===== src/rtl/divisor_pwm_pkg.sv =====
// Shared encodings and limits for the multi-channel divider / PWM block.
package divisor_pwm_pkg;

    localparam logic MODO_PWM = 1'b0;
    localparam logic MODO_DIV = 1'b1;

    localparam int CNT_W_DEF = 11;
    localparam int CNT_W_MIN = 4;
    localparam int CNT_W_MAX = 16;
    localparam int CH_MIN    = 1;
    localparam int CH_MAX    = 16;

endpackage


===== src/rtl/divisor_pwm_canal.sv =====
// One divider/PWM channel: counter, shadow regs, pending flag, output.
// DIVISOR_TC_PULSE_EN adds a registered terminal-count pulse.
module divisor_pwm_canal
    import divisor_pwm_pkg::*;
#(
    parameter int CNT_W = CNT_W_DEF
) (
    input  logic             clk,
    input  logic             reset,
    input  logic             enable,
    input  logic             mode,
    input  logic             load,
    input  logic [CNT_W-1:0] period,
    input  logic [CNT_W-1:0] duty,
    output logic             pending,
    output logic             pwm_out
`ifdef DIVISOR_TC_PULSE_EN
    ,
    output logic             tc
`endif
);

    logic [CNT_W-1:0] cnt_q, cnt_d;
    logic [CNT_W-1:0] per_a_q, per_a_d, duty_a_q, duty_a_d;
    logic [CNT_W-1:0] per_s_q, per_s_d, duty_s_q, duty_s_d;
    logic             mode_a_q, mode_a_d, mode_s_q, mode_s_d;
    logic             pend_q, pend_d;
    logic             out_q, out_d;
    logic             idle, wrap;

    assign idle = !enable || (per_a_q == '0);
    assign wrap = !idle && (cnt_q == per_a_q);

    always_comb begin
        per_s_d  = per_s_q;
        duty_s_d = duty_s_q;
        mode_s_d = mode_s_q;
        per_a_d  = per_a_q;
        duty_a_d = duty_a_q;
        mode_a_d = mode_a_q;
        pend_d   = pend_q;
        if (load) begin
            per_s_d  = period;
            duty_s_d = duty;
            mode_s_d = mode;
            pend_d   = 1'b1;
        end
        // A load landing on the wrap itself bypasses the shadow.
        if (wrap && load) begin
            per_a_d  = period;
            duty_a_d = duty;
            mode_a_d = mode;
            pend_d   = 1'b0;
        end else if ((wrap || idle) && pend_q) begin
            per_a_d  = per_s_q;
            duty_a_d = duty_s_q;
            mode_a_d = mode_s_q;
            pend_d   = load;
        end

        cnt_d = (idle || wrap) ? '0 : cnt_q + 1'b1;

        out_d = out_q;
        if (idle) begin
            out_d = 1'b0;
        end else if (mode_a_d == MODO_DIV) begin
            if (wrap) out_d = (mode_a_q == MODO_DIV) ? !out_q : 1'b0;
        end else begin
            out_d = (cnt_d < duty_a_d);
        end
        if (per_a_d == '0) out_d = 1'b0;
    end

    always_ff @(posedge clk) begin
        if (reset) begin
            cnt_q    <= '0;
            per_a_q  <= '0;
            duty_a_q <= '0;
            mode_a_q <= MODO_PWM;
            per_s_q  <= '0;
            duty_s_q <= '0;
            mode_s_q <= MODO_PWM;
            pend_q   <= 1'b0;
            out_q    <= 1'b0;
        end else begin
            cnt_q    <= cnt_d;
            per_a_q  <= per_a_d;
            duty_a_q <= duty_a_d;
            mode_a_q <= mode_a_d;
            per_s_q  <= per_s_d;
            duty_s_q <= duty_s_d;
            mode_s_q <= mode_s_d;
            pend_q   <= pend_d;
            out_q    <= out_d;
        end
    end

    assign pending = pend_q;
    assign pwm_out = out_q;

`ifdef DIVISOR_TC_PULSE_EN
    logic tc_q, tc_d;

    assign tc_d = wrap;

    always_ff @(posedge clk) begin
        if (reset) tc_q <= 1'b0;
        else       tc_q <= tc_d;
    end

    assign tc = tc_q;
`endif

endmodule


===== src/rtl/divisor_pwm_multicanal.sv =====
// Multi-channel divider / PWM generator: one channel per bus slice.
// DIVISOR_TC_PULSE_EN exposes the per-channel tc pulse port.
module divisor_pwm_multicanal
    import divisor_pwm_pkg::*;
#(
    parameter int CHANNELS = 4,
    parameter int CNT_W    = CNT_W_DEF
) (
    input  logic                      clk,
    input  logic                      reset,
    input  logic [CHANNELS-1:0]       enable,
    input  logic [CHANNELS-1:0]       mode,
    input  logic [CHANNELS-1:0]       load,
    input  logic [CHANNELS*CNT_W-1:0] period,
    input  logic [CHANNELS*CNT_W-1:0] duty,
    output logic [CHANNELS-1:0]       pending,
    output logic [CHANNELS-1:0]       pwm_out
`ifdef DIVISOR_TC_PULSE_EN
    ,
    output logic [CHANNELS-1:0]       tc
`endif
);

    for (genvar i = 0; i < CHANNELS; i++) begin : g_canal
        divisor_pwm_canal #(
            .CNT_W (CNT_W)
        ) u_canal (
            .clk     (clk),
            .reset   (reset),
            .enable  (enable[i]),
            .mode    (mode[i]),
            .load    (load[i]),
            .period  (period[i*CNT_W +: CNT_W]),
            .duty    (duty[i*CNT_W +: CNT_W]),
            .pending (pending[i]),
            .pwm_out (pwm_out[i])
`ifdef DIVISOR_TC_PULSE_EN
            ,
            .tc      (tc[i])
`endif
        );
    end

endmodule


===== config.mk =====
export PLATFORM = sky130hd
export DESIGN_NAME = divisor_pwm_multicanal
export DESIGN_NICKNAME = d
export VERILOG_FILES = /design/src/rtl/divisor_pwm_pkg.sv /design/src/rtl/divisor_pwm_canal.sv /design/src/rtl/divisor_pwm_multicanal.sv
export SDC_FILE = /design/constraint.sdc
export NUM_CORES = 1
export LEC_CHECK = 0
export CORE_MARGIN = 5
export CORE_UTILIZATION = 55
export CTS_CLUSTER_SIZE = 16
export DETAILED_ROUTE_END_ITERATION = 6
export PLACE_DENSITY = 0.77
export SLEW_MARGIN = 20
export SYNTH_ARGS = -nofsm -noshare
export SYNTH_HDL_FRONTEND = slang
export SYNTH_HIERARCHICAL = 1
export SYNTH_SLANG_ARGS = --single-unit

===== constraint.sdc =====
create_clock -name clk -period 7 [get_ports clk]
set_clock_uncertainty 0.15 [all_clocks]
set_input_delay 1.4 -clock clk [delete_from_list [all_inputs] [get_ports clk]]
set_output_delay 1.4 -clock clk [all_outputs]
set_load 0.005 [all_outputs]

* Yosys cells after proc, flatten, opt, wreduce, memory -nomap -nowiden *
Index checks and enable logic that the tools add are counted.

operators by class
  add/subtract/negate cells = 4
  reductions and logical operators = 52
  mux-type cells = 48
  equal/unequal tests = 8
  magnitude comparators = 4

operators by type and width
  cell                                                              number
  11-bit two-way mux                                                20
  11-bit zero test                                                  8
  11-bit by 1-bit adder with 11-bit output (second input constant)  4
  11-bit == test                                                    4
  11-bit < comparator                                               4
  1-bit two-way mux                                                 28
  1-bit logical AND                                                 12
  1-bit zero test                                                   12
  3-bit OR reduction                                                4
  1-bit logical OR                                                  8
  2-bit != test (second input constant)                             4
  2-bit nonzero test                                                4
  2-bit OR reduction                                                4

storage, ports and cells
  input port bits = 102
  register bits after elaboration = 236
  logic and storage cells = 152

* Logic depth before layout (Yosys ltp) *
  depth in word-level cells = 10
  gate-level depth with buffers = 17
  mapped depth without buffers = 15

* Cells and area by module *
Netlist, hierarchy kept.

by module, submodules not included
  module                                       instances  sequential area each (um2)  cells an instance  area an instance (um2)
  divisor_pwm_canal at g_canal[1].u_canal ...  2          1,181.1                     314                2,994.1
  divisor_pwm_canal at g_canal[3].u_canal      1          1,181.1                     327                2,980.4
  divisor_pwm_canal at g_canal[0].u_canal      1          1,181.1                     318                2,979.1

* Worst setup path before layout *
No wires, ideal clock.

  path type = input -> register
  start point = input enable[0]
  end point = register g_canal[0].u_canal.out_q
  buffers on the path = 2
  stages = 17
  arrival time = 3.833 ns
  path slack = 2.957 ns
  cells stage by stage = inv_1 a31oi_4 o32ai_4 buf_8 buf_2 mux2i_1 nand2_1 o21ai_0 ha_1 a21oi_1 nor2b_1 o21ai_0 a21oi_1 o21ai_0 nand2b_1 a221oi_2 o2111a_1

on the way
  longest elaborated chain between the ends = 10
  elaborated cells on any way between the ends = 19
  those cells by class = order compare (1); eq/ne (1); mux (8); reduce/logical (9)

ends and longest elaborated chain
  what                                                     line                                              source
  start, declared                                          divisor_pwm_multicanal.sv:11                      input logic [CHANNELS-1:0] enable,
  1-bit zero test *                                        divisor_pwm_canal.sv:31                           assign idle = !enable || (per_a_q == '0);
  1-bit logical OR *                                       divisor_pwm_canal.sv:31
  1-bit zero test                                          divisor_pwm_canal.sv:32                           assign wrap = !idle && (cnt_q == per_a_q);
  1-bit logical AND                                        divisor_pwm_canal.sv:32
  1-bit logical OR                                         divisor_pwm_canal.sv:54, divisor_pwm_canal.sv:61
  1-bit logical AND                                        divisor_pwm_canal.sv:54                           end else if ((wrap || idle) && pend_q) begin
  11-bit two-way mux                                       divisor_pwm_canal.sv:54
  11-bit two-way mux                                       divisor_pwm_canal.sv:49                           if (wrap && load) begin
  11-bit < comparator or 11-bit zero test (tied branches)  divisor_pwm_canal.sv:69, divisor_pwm_canal.sv:71
  1-bit two-way mux or 3-bit OR reduction (tied branches)  --
  end signal, assigned                                     divisor_pwm_canal.sv:94                           out_q <= out_d;
  end, declared                                            divisor_pwm_canal.sv:28                           logic out_q, out_d;

Every way passes the cells marked *; elsewhere a longest branch is shown, timed or not.
A chain may end at the register's enable or synchronous reset.

* Worst setup path in the final report *
  start point = input load[1]
  end point = register g_canal[1].u_canal.out_q

on the way
  longest elaborated chain between the ends = 4
  elaborated cells on any way between the ends = 9
  those cells by class = order compare (1); eq/ne (1); mux (4); reduce/logical (3)

ends and longest elaborated chain
  what                                                     line                                              source
  start, declared                                          divisor_pwm_multicanal.sv:13                      input logic [CHANNELS-1:0] load,
  1-bit logical AND *                                      divisor_pwm_canal.sv:49
  11-bit two-way mux                                       divisor_pwm_canal.sv:49
  11-bit < comparator or 11-bit zero test (tied branches)  divisor_pwm_canal.sv:69, divisor_pwm_canal.sv:71
  1-bit two-way mux or 3-bit OR reduction (tied branches)  --
  end signal, assigned                                     divisor_pwm_canal.sv:94
  end, declared                                            divisor_pwm_canal.sv:28

Marked as above.

==> impl_metrics.json <==
{
  "grt_pass1_vias": 9123,
  "syn-num-nets": 1419,
  "route.detailed.wl_per_inst_um": 16.0,
  "hp-class": "reg2reg",
  "overflow": 0,
  "viasPerCell": 5.60,
  "drive_gt1_share_pct": 9.40,
  "cts_tree": "yes",
  "min_period_ns": 4.50,
  "area_growth_pct": 17.7,
  "ys_seq_area_share_pct": 39.5,
  "yosys.area.top_type": "dfxtp_1",
  "antenna_found_initial": 0,
  "cp-start-kind": "input port",
  "async_flop_share_pct": 0,
  "cts_made_buffers": 26,
  "clk_path_buf_depth": 3,
  "ys_warn_count": 6,
  "gp_congestion": 0.841,
  "ctsResizeCount": 0,
  "worstSetupEndpointType": "flip-flop",
  "finalCritPeriodShare_pct": 64.2,
  "post_synth.cell_area_avg_um2": 9.39,
  "ant_nets": 0,
  "synth_flop_cell": "dfxtp_1",
  "design_area_um2": 14100,
  "maxCapViolCount": 0,
  "num_vias": 9253,
  "critPathRequiredTime_ns": 7.30,
  "slowest_stage": "nand3_2",
  "start_util_pct": 55.3,
  "cts_sinks": 236,
  "crit_path_cell_trace": "clkdlybuf4s50_1 > buf_4 > nand3_2 > o21ai_0 > ha_1 > nor2b_1 > o21ai_0 > a21oi_1 > nor3_1 > o211ai_1 > a21oi_1 > o2111a_1",
  "synth_top_area_share_pct": 39.5,
  "dpl_cell_area_um2": 13200,
  "clk_latency_ns": 0.52,
  "drc": 0,
  "hold_viol_final": 0,
  "first_iter_violations": 487,
  "powerDensity_nw_per_um2": 502,
  "timing.hold.ws_ns": 0.341,
  "postCtsHoldBufs": 0,
  "synth_most_common_cell": "dfxtp_1",
  "peakVddDrop_v": 0.000290,
  "final_util_pct": 65.0,
  "status": "finished, final reports clean",
  "regToRegSetupSlack_ns": 2.91,
  "n_antenna_cell": 0,
  "io_buffers": 109,
  "fp.dieH_um": 157,
  "yosysUniqueCellTypes": 58,
  "dp_hpwl_mm": 18.8,
  "cpLargestDelayFamily": "compound AO/OA/AOI/OAI gates",
  "p_total_mw": 7.06,
  "cpPeakStageDelay_ns": 0.72,
  "rsz0062_at_grt": "no",
  "first_pass_iters": 5,
  "wl_met3_mm": 1.31,
  "met2_length_mm": 12.2,
  "rr_startpoint": "g_canal[3].u_canal/per_a_q[8]",
  "grt_max_degree": 77,
  "clk_pin_slew_ns": 0.06,
  "wirelength_met1_mm": 12.4,
  "path_buf_inv": 2,
  "synthesis.area_um2": 11900,
  "io_pins": 110,
  "hold_start": "g_canal[3].u_canal/duty_s_q[4]",
  "grt_pass1_wl_mm": 44.6,
  "tightest_slew_ns": 0.899,
  "fp.dieArea_um2": 24800,
  "post_cts_buffers": 0,
  "synth-edff-count": 0,
  "synth_common_cells": "236 x dfxtp_1, 224 x nor2_1, 162 x mux2i_1",
  "top_layer": "met4",
  "ys_ff_latch": 236,
  "fp.dieW_um": 157,
  "htree_levels": 1,
  "maxSlewHeadroom_pct": 40.1,
  "drv_slew": 0,
  "nets": 1502,
  "path_class": "in2reg",
  "setup_viol": 0,
  "grt_usage_pct": 21.3,
  "fmax_mhz": 222,
  "drt-total-wl_mm": 26.5,
  "setup_tns_ns": 0,
  "synth_cells": 1273,
  "synthTopCellsByArea": "dfxtp_1 40%, mux2i_1 14%, nor2_1 7.0%",
  "clockRootBuffer": "clkbuf_16",
  "coreArea_um2": 21600,
  "crit_fanout": 35,
  "critPathArrivalTime_ns": 4.80,
  "core.rowCount": 54,
  "critPathLaunch": "load[1]",
  "power_leakage_nw": 5.95
}
cell families (layout without fill, tap and decap cells):
group,count (synthesis),count (layout),share of synthesized area (%)
AND/OR/NAND/NOR,474,474,19.5
flip-flops,236,236,39.5
multiplexers,212,212,18.4
AO/OA/AOI/OAI,144,144,8.81
buffers and inverters,83,183,3.19
XOR/XNOR,80,80,5.86
adder cells (fa/ha/maj),44,44,4.61
registers in the layout, indices dropped and copies added, names as in the netlist:
register and flops:
g_canal.u_canal/cnt_q 44, g_canal.u_canal/duty_a_q 44, g_canal.u_canal/duty_s_q 44, g_canal.u_canal/per_a_q 44
g_canal.u_canal/per_s_q 44, g_canal.u_canal/mode_a_q 4, g_canal.u_canal/mode_s_q 4, g_canal.u_canal/pending 4
g_canal.u_canal/pwm_out 4
worst reg2reg max path, cell delays in order, from the launching register on:
cell      delay [ns]
dfxtp_1         0.45
xor2_1          0.12
nor4_2          0.51
and3_1          0.35
nand3_1         0.62
o21ai_1         0.42
ha_1            0.30
a211oi_1        0.21
o21ai_1         0.10
o211ai_1        0.09
a21oi_1         0.11
nor4_1          0.26
a211oi_1        0.12
a311oi_1        0.19
metal layers:
metal | vias up | GRT usage (%)
met5 | - | 0
met4 | 0 | 5.74
met3 | 50 | 3.63
met2 | 200 | 34.6
met1 | 4358 | 29.3
li1 | 4645 | -
per-stage QoR:
| stage | cells | setup slack [ns] |
|---|---|---|
| 6_report | 1653 | 2.50 |
| 5_1_grt | 1653 | 2.23 |
| 4_1_cts | 1653 | 2.16 |
| 3_5_place_dp | 1608 | 1.60 |
| 3_3_place_gp | 1608 | 1.73 |
| 2_1_floorplan | 1273 | 2.96 |
path summary, 6_finish.rpt:
path                               endpoint  depth (start not counted)
max              g_canal[1].u_canal/pwm_out                         12
min          g_canal[3].u_canal/duty_s_q[4]                          2
max reg2reg      g_canal[3].u_canal/pwm_out                         13
min reg2reg  g_canal[3].u_canal/duty_s_q[4]                          2
cells in the final DEF (no fill, tap or decap), drive strengths merged, types with 27 or more instances in the layout:
cell,synthesis,routed
dfxtp,236,236
nor2,224,224
mux2i,162,162
clkdlybuf4s50,0,108
nand2,59,59
o21ai,58,58
nor3,55,55
xnor2,53,53
mux2,50,50
ha,44,44
clkbuf,39,38
and2,28,28
xor2,27,27
where the power goes:
group / switching, mW / leakage, nW / internal, mW
logic: 2.18 / 3.60 / 1.67
registers: 0.214 / 1.93 / 1.63
clock network: 0.522 / 0.424 / 0.854
total: 2.91 / 5.95 / 4.15
cell type report:
type	count	area, um2
Clock inverter	7	113
Sequential cell	236	4720
Multi-Input combinational cell	954	6860
Timing Repair Buffer	123	1200
Tap cell	280	350
Clock buffer	38	757
Fill cell	1801	7560
Inverter	15	56.3
Power figures use the tool's default switching activity.
